**src/rtl/oled_pkg.sv**
```systemverilog
// Shared types and constants for the OLED screen sequencer.
// Screen sources, sequencer states and RGB565 colours.
package oled_pkg;

    typedef enum logic [1:0] {
        GAME,
        CONGRATS,
        BLACK
    } screen_src_t;

    typedef enum logic [2:0] {
        IDLE,
        ARM,
        FLASH,
        HOLD,
        RELEASE,
        DONE
    } seq_state_t;

    localparam logic [15:0] COLOUR_BLACK = 16'h0000;
    localparam logic [15:0] COLOUR_RED   = 16'hF800;
    localparam logic [15:0] COLOUR_GREEN = 16'h07E0;
    localparam logic [15:0] COLOUR_WHITE = 16'hFFFF;

    localparam int OLED_WIDTH  = 96;
    localparam int OLED_HEIGHT = 64;

    // Width for a counter that must hold values 0..n-1.
    function automatic int cnt_w(input int n);
        return (n <= 2) ? 1 : $clog2(n);
    endfunction

endpackage

```
**src/rtl/oled_screen_sequencer_if.sv**
```systemverilog
// Celebration request/acknowledge handshake between game logic and sequencer.
// The master raises the request; the slave reports busy and pulses ack.
interface oled_screen_sequencer_if;

    logic celebrate_req;
    logic cancel;
    logic celebrate_ack;
    logic busy;

    modport master (
        output celebrate_req,
        output cancel,
        input  celebrate_ack,
        input  busy
    );

    modport slave (
        input  celebrate_req,
        input  cancel,
        output celebrate_ack,
        output busy
    );

endinterface

```
**src/rtl/oled_frame_counter.sv**
```systemverilog
// Counts frame_begin pulses up to a runtime terminal value.
// tc is a one-cycle pulse on the pulse that reaches term; the count self-clears.
module oled_frame_counter #(
    parameter int W = 3
) (
    input  logic         clk,
    input  logic         rst,
    input  logic         clr,
    input  logic         en,
    input  logic [W-1:0] term,
    output logic         tc
);

    logic [W-1:0] count;

    assign tc = en && (count == term);

    always_ff @(posedge clk or posedge rst) begin
        if (rst) begin
            count <= '0;
        end else if (clr || tc) begin
            count <= '0;
        end else if (en) begin
            count <= count + 1'b1;
        end
    end

endmodule

```
**src/rtl/oled_screen_sequencer.sv**
```systemverilog
// Frame-synchronous flash-then-hold celebration sequencer for the 96x64 OLED.
// Source changes only on frame_begin so a frame never mixes two screens.
module oled_screen_sequencer
    import oled_pkg::*;
#(
    parameter int FLASH_FRAMES = 8,
    parameter int NUM_FLASHES  = 3,
    parameter int HOLD_FRAMES  = 120
) (
    input  logic                  clk,
    input  logic                  rst,
    input  logic                  frame_begin,
    oled_screen_sequencer_if.slave ctl,
    input  logic [15:0]           game_pixel,
    input  logic [15:0]           congrats_pixel,
    output logic [15:0]           oled_data,
    output logic                  celebrationState
);

    localparam int MAXF = (FLASH_FRAMES > HOLD_FRAMES) ? FLASH_FRAMES : HOLD_FRAMES;
    localparam int CW = cnt_w(MAXF);
    localparam int PW = cnt_w(2 * NUM_FLASHES);

    localparam logic [CW-1:0] FLASH_TERM = CW'(FLASH_FRAMES - 1);
    localparam logic [CW-1:0] HOLD_TERM  = CW'(HOLD_FRAMES - 1);
    localparam logic [PW-1:0] LAST_PHASE = PW'(2 * NUM_FLASHES - 1);

    seq_state_t    state, state_n;
    screen_src_t   sel, sel_n;
    logic [PW-1:0] phase, phase_n;
    logic [15:0]   pix_n;
    logic          ack_q, ack_n;
    logic          busy_q, busy_n;
    logic          cnt_clr, tc;
    logic [CW-1:0] term;

    oled_frame_counter #(.W(CW)) u_frame_cnt (
        .clk  (clk),
        .rst  (rst),
        .clr  (cnt_clr),
        .en   (frame_begin),
        .term (term),
        .tc   (tc)
    );

    always_ff @(posedge clk or posedge rst) begin
        if (rst) begin
            state     <= IDLE;
            sel       <= GAME;
            phase     <= '0;
            oled_data <= COLOUR_BLACK;
            ack_q     <= 1'b0;
            busy_q    <= 1'b0;
        end else begin
            state     <= state_n;
            sel       <= sel_n;
            phase     <= phase_n;
            oled_data <= pix_n;
            ack_q     <= ack_n;
            busy_q    <= busy_n;
        end
    end

    always_comb begin
        state_n = state;
        sel_n   = sel;
        phase_n = phase;
        unique case (state)
            IDLE: begin
                if (ctl.celebrate_req && !ctl.cancel) state_n = ARM;
            end
            ARM: begin
                if (ctl.cancel) begin
                    state_n = DONE;
                end else if (frame_begin) begin
                    state_n = FLASH;
                    sel_n   = CONGRATS;
                    phase_n = '0;
                end
            end
            FLASH: begin
                if (ctl.cancel && frame_begin) begin
                    state_n = DONE;
                    sel_n   = GAME;
                end else if (ctl.cancel) begin
                    state_n = RELEASE;
                end else if (tc && phase == LAST_PHASE) begin
                    state_n = HOLD;
                    sel_n   = CONGRATS;
                end else if (tc) begin
                    // odd phases show black, even phases congrats
                    phase_n = phase + 1'b1;
                    sel_n   = phase[0] ? CONGRATS : BLACK;
                end
            end
            HOLD: begin
                if (ctl.cancel && !frame_begin) begin
                    state_n = RELEASE;
                end else if (ctl.cancel || tc) begin
                    state_n = DONE;
                    sel_n   = GAME;
                end
            end
            RELEASE: begin
                if (frame_begin) begin
                    state_n = DONE;
                    sel_n   = GAME;
                end
            end
            DONE:    state_n = IDLE;
            default: state_n = IDLE;
        endcase
    end

    always_comb begin
        ack_n   = (state_n == DONE);
        busy_n  = (state_n != IDLE);
        cnt_clr = !(state == FLASH || state == HOLD);
        term    = (state == HOLD) ? HOLD_TERM : FLASH_TERM;
        unique case (1'b1)
            sel == GAME:     pix_n = game_pixel;
            sel == CONGRATS: pix_n = congrats_pixel;
            default:         pix_n = COLOUR_BLACK;
        endcase
    end

    assign ctl.celebrate_ack  = ack_q;
    assign ctl.busy           = busy_q;
    assign celebrationState   = (sel != GAME);

endmodule
```
**src/flat_wrapper.sv**
```systemverilog
// flat-port wrapper written by rule: the top's interface ports become plain ports
module oled_screen_sequencer_flat import oled_pkg::*;
#(
    parameter int FLASH_FRAMES = 8,
    parameter int NUM_FLASHES  = 3,
    parameter int HOLD_FRAMES  = 120
)
  (clk, rst, frame_begin, game_pixel, congrats_pixel, oled_data, celebrationState, ctl_celebrate_req, ctl_cancel, ctl_celebrate_ack, ctl_busy);
  oled_screen_sequencer_if ctl_i ();
  input  logic clk;
  input  logic rst;
  input  logic frame_begin;
  input  logic [15:0] game_pixel;
  input  logic [15:0] congrats_pixel;
  output logic [15:0] oled_data;
  output logic celebrationState;
  input wire logic [$bits(ctl_i.celebrate_req)-1:0] ctl_celebrate_req;
  input wire logic [$bits(ctl_i.cancel)-1:0] ctl_cancel;
  output wire logic [$bits(ctl_i.celebrate_ack)-1:0] ctl_celebrate_ack;
  output wire logic [$bits(ctl_i.busy)-1:0] ctl_busy;
  assign ctl_i.celebrate_req = ctl_celebrate_req;
  assign ctl_i.cancel = ctl_cancel;
  assign ctl_celebrate_ack = ctl_i.celebrate_ack;
  assign ctl_busy = ctl_i.busy;
  oled_screen_sequencer #(.FLASH_FRAMES(FLASH_FRAMES), .NUM_FLASHES(NUM_FLASHES), .HOLD_FRAMES(HOLD_FRAMES)) u_core (.clk(clk), .rst(rst), .frame_begin(frame_begin), .ctl(ctl_i), .game_pixel(game_pixel), .congrats_pixel(congrats_pixel), .oled_data(oled_data), .celebrationState(celebrationState));
endmodule
```
**config.mk**
```make
export PLATFORM = sky130hd
export DESIGN_NAME = oled_screen_sequencer_flat
export DESIGN_NICKNAME = d
export VERILOG_FILES = /design/src/rtl/oled_pkg.sv /design/src/rtl/oled_screen_sequencer_if.sv /design/src/rtl/oled_frame_counter.sv /design/src/rtl/oled_screen_sequencer.sv /design/src/flat_wrapper.sv
export SDC_FILE = /design/constraint.sdc
export NUM_CORES = 1
export LEC_CHECK = 0
export CORE_MARGIN = 1
export CORE_UTILIZATION = 30
export DETAILED_ROUTE_END_ITERATION = 16
export GPL_TIMING_DRIVEN = 0
export PLACE_DENSITY = 0.54
export SLEW_MARGIN = 20
export SYNTH_ARGS = -nofsm -noshare
export SYNTH_HDL_FRONTEND = slang
export SYNTH_SLANG_ARGS = --single-unit
```
**constraint.sdc**
```tcl
create_clock -name clk -period 2.2 [get_ports clk]
set_input_delay 0.55 -clock clk [delete_from_list [all_inputs] [get_ports clk]]
set_output_delay 0.55 -clock clk [all_outputs]
set_load 0.01 [all_outputs]
```
==> results.md <==
- Port Buffers: 55
- Clk_skew: 0.00224 ns
- Max-cap violation count: 0
- Pre-CTS setup slack: -0.214 ns
- Global-route wire length before repair: 6150 um
- HP Class: reg -> reg
- Synth Net Count: 203
- Mapped Cells: around 160
- Worst reg2reg setup slack: 0.36 ns
- Fillers: around 540
- # rows: 27
- Largest net degree at the start of global routing: 34
- CTS H-tree lvls: 2
- Post-synth cell types: 42
- Top Metal Used: met4
- Top_reg_cell synth: dfrtp_1
- Synth Area per Inst: 10.5 um2
- Initial Util: 0.312
- Layout Nets: 265
- Crit path arrival time: 1.54 ns
- RSZ-0062 raised after global routing: no
- DP HPWL: 2550 um
- Fin crit period: 2.09 ns
- EDFF count, synth: 0
- Root buffer cell: clkbuf_8
- Worst r2r path cells: 6
- Met3 Routed Length: 202 um
- Period utilization: 0.952
- DR vias/cell: 4.68
- Crit path required time: 1.65 ns
- Drt first pass iters: 4
- Clock Latency Late Sink: 0.28 ns
- TritonCTS clock tree: done
- Max_slew headroom: 0.550
- Pwr Density: 981 nW/um2
- Slew @ Worst Pin: about 0.67 ns
- ANT nets after route: 0
- DIE AREA: between 6000 and 7000 um2
- Die Ht: 77.7 um
- DRC: 0
- Ratio of cells with drive above 1 in the final layout: 0.111
- M1 wire length: approximately 1700 um
- Hold Crit Start: u_core.phase[2]
- Initial antenna violation count: 0
- Number of global-route vias before repair: 1320
- Sink Count: 33
- GR Overflow Total: 0
- YS warnings: 0
- F_max: roughly 480 MHz
- Final WL: 3530 um
- Layout Area Growth over Synthesis: 44.8%
- Routed vias: about 1400
- CP endpoint kind: output pin
- Routed WL per cell: 11.8 um
- I/O pin cnt: 56
- Sequential share of the synthesized area: 0.480
- Total GRT Usage: 0.132
- Setup-failing EPs final: 0
- Outcome: finished clean
- Initial drt markers: 64
- Final Wtd Congestion: 0.760
- Total CTS buffers: 5
- Yosys reg bits: 33
- Hold Fails Final Rpt: 0
- Inserted Diodes: 0
- Worst min-delay path endpoint: u_core.phase[2]
- Async set-reset flop share out of synthesis: 1.00
- Hold Crit Depth: 1
- Crit-path max FO: 10
- Dpl cell area: roughly 2400 um2
- Met2 wire len: 1620 um
- Peak supply drop: 0.000316 V
- Clock-pin slew on the worst setup and hold paths: 0.07 ns
- Die X: 77.7 um
- Netlist Area Pre-Place: 1720 um2
- Setup ws final: 0.106 ns
- Clock buffer depth: 2
- RR Endpoint: u_core.sel[1]
- Final instance area: about 2500 um2
- Crit path launch type: flip-flop
- LEAKAGE: 1.14 nW
- WS Path Type: reg -> out
- CORE AREA: 5510 um2
- RR Startpoint: u_core.u_frame_cnt.count[0]
- Slew Viols, Final: 0
==> synth_stat cells (2+ instances only) <==
cell | count | area (um2)
dfrtp_1 | 33 | 826
nor2_1 | 28 | 105
mux2i_1 | 19 | 190
nand2_1 | 8 | 30.0
a21oi_1 | 7 | 35.0
inv_1 | 6 | 22.5
buf_2 | 5 | 25.0
nand2b_1 | 4 | 25.0
nor2b_1 | 4 | 25.0
xor2_1 | 4 | 35.0
a31oi_1 | 3 | 18.8
ha_1 | 3 | 37.5
a311o_1 | 2 | 20.0
a32o_1 | 2 | 20.0
and3_1 | 2 | 12.5
buf_4 | 2 | 15.0
clkbuf_1 | 2 | 7.51
nand4_1 | 2 | 12.5
nor3_1 | 2 | 10.0
nor3_2 | 2 | 20.0
xnor2_1 | 2 | 17.5
==> final cells by class <==
type	instances	area, um2	share of cell area
multi-input combinational	114	826	0.332
clock buffer	7	86.3	0.0347
buffer	9	56.3	0.0226
timing repair buffer	55	549	0.221
tap	72	90.1	0.0362
clock inverter	1	30.0	0.0121
inverter	7	26.3	0.0106
sequential	33	826	0.332
==> repair_timing <==
action / 4_1_cts / 5_1_grt
gates resized for setup: 4 / 1
hold buffers: 0 / 0
buffers inserted: 0 / 0
endpoints found under the setup margin: 1 / 3
==> worst max-delay path, cell delays in order (launching register included) <==
cell and delay (ns):
dfrtp_1 0.36, buf_4 0.18, buf_6 0.16, or2_2 0.27, dlygate4sd2_1 0.29
==> layout by cell type (no fill, tap or decap), drive strengths merged, types with 2 or more instances in the layout <==
| master | count |
|---|---|
| a32o | 2 |
| o21ai | 4 |
| a31oi | 3 |
| a21oi | 7 |
| nor3 | 4 |
| nor2b | 4 |
| clkdlybuf4s50 | 54 |
| a311o | 2 |
| nand4 | 2 |
| nand2b | 4 |
| buf | 7 |
| nor4 | 2 |
| nor2 | 29 |
| inv | 6 |
| ha | 3 |
| clkbuf | 9 |
| xor2 | 4 |
| dfrtp | 33 |
| nand2 | 8 |
| and3 | 2 |
| xnor2 | 2 |
| mux2i | 20 |
==> per-stage QoR <==
stage	setup TNS, ns	total power [W]	util	hold slack [ns]	cells
floorplan	0	0.00142	-	0.440	163
global placement	-0.798	0.00185	0.429	0.472	290
finish	0	0.00244	0.452	0.496	298
detailed placement	-0.718	0.00185	0.429	0.485	290
global route	0	0.00261	0.452	0.530	298
CTS	0	0.00247	0.451	0.497	298
==> worst max-delay path by stage <==
stage,from,endpoint,slack (ns)
floorplan,frame_begin,u_core.sel[1],0.50
global placement,frame_begin,u_core.phase[1],-0.23
detailed placement,frame_begin,u_core.phase[0],-0.21
CTS,u_core.sel[0],celebrationState,0.09
global route,u_core.sel[0],celebrationState,0.03
finish,u_core.sel[0],celebrationState,0.11
==> per-layer routing <==
layer	global-route usage	vias up
li1	-	683
met1	0.172	660
met2	0.202	46
met3	0.0412	5
met4	0.0509	0
met5	0	-
==> sequential cells by signal (all words and copies together) (netlist names) <==
signal / count
u_core.phase: 3
u_core.oled_data: 16
u_core.sel: 2
u_core.ctl.celebrate_ack: 1
u_core.u_frame_cnt.count: 7
u_core.ctl.busy: 1
u_core.state: 3
==> power breakdown <==
group	internal (W)	leakage (nW)	switching, W
Combinational	0.000537	0.664	0.000492
Sequential	0.000761	0.414	0.0000565
Clock	0.000369	0.0585	0.000225
==> cell families (layout without fill, tap and decap cells) <==
group	after synthesis	after routing	share of synthesized area
AND/OR/NAND/NOR	61	61	0.192
flip-flops	33	33	0.480
AO/OA/AOI/OAI	23	23	0.102
multiplexers	21	21	0.130
buffers and inverters	16	79	0.0429
XOR/XNOR	6	6	0.0306
adder cells (fa/ha/maj)	3	3	0.0218
No activity file was read; power rests on OpenSTA's default activity.
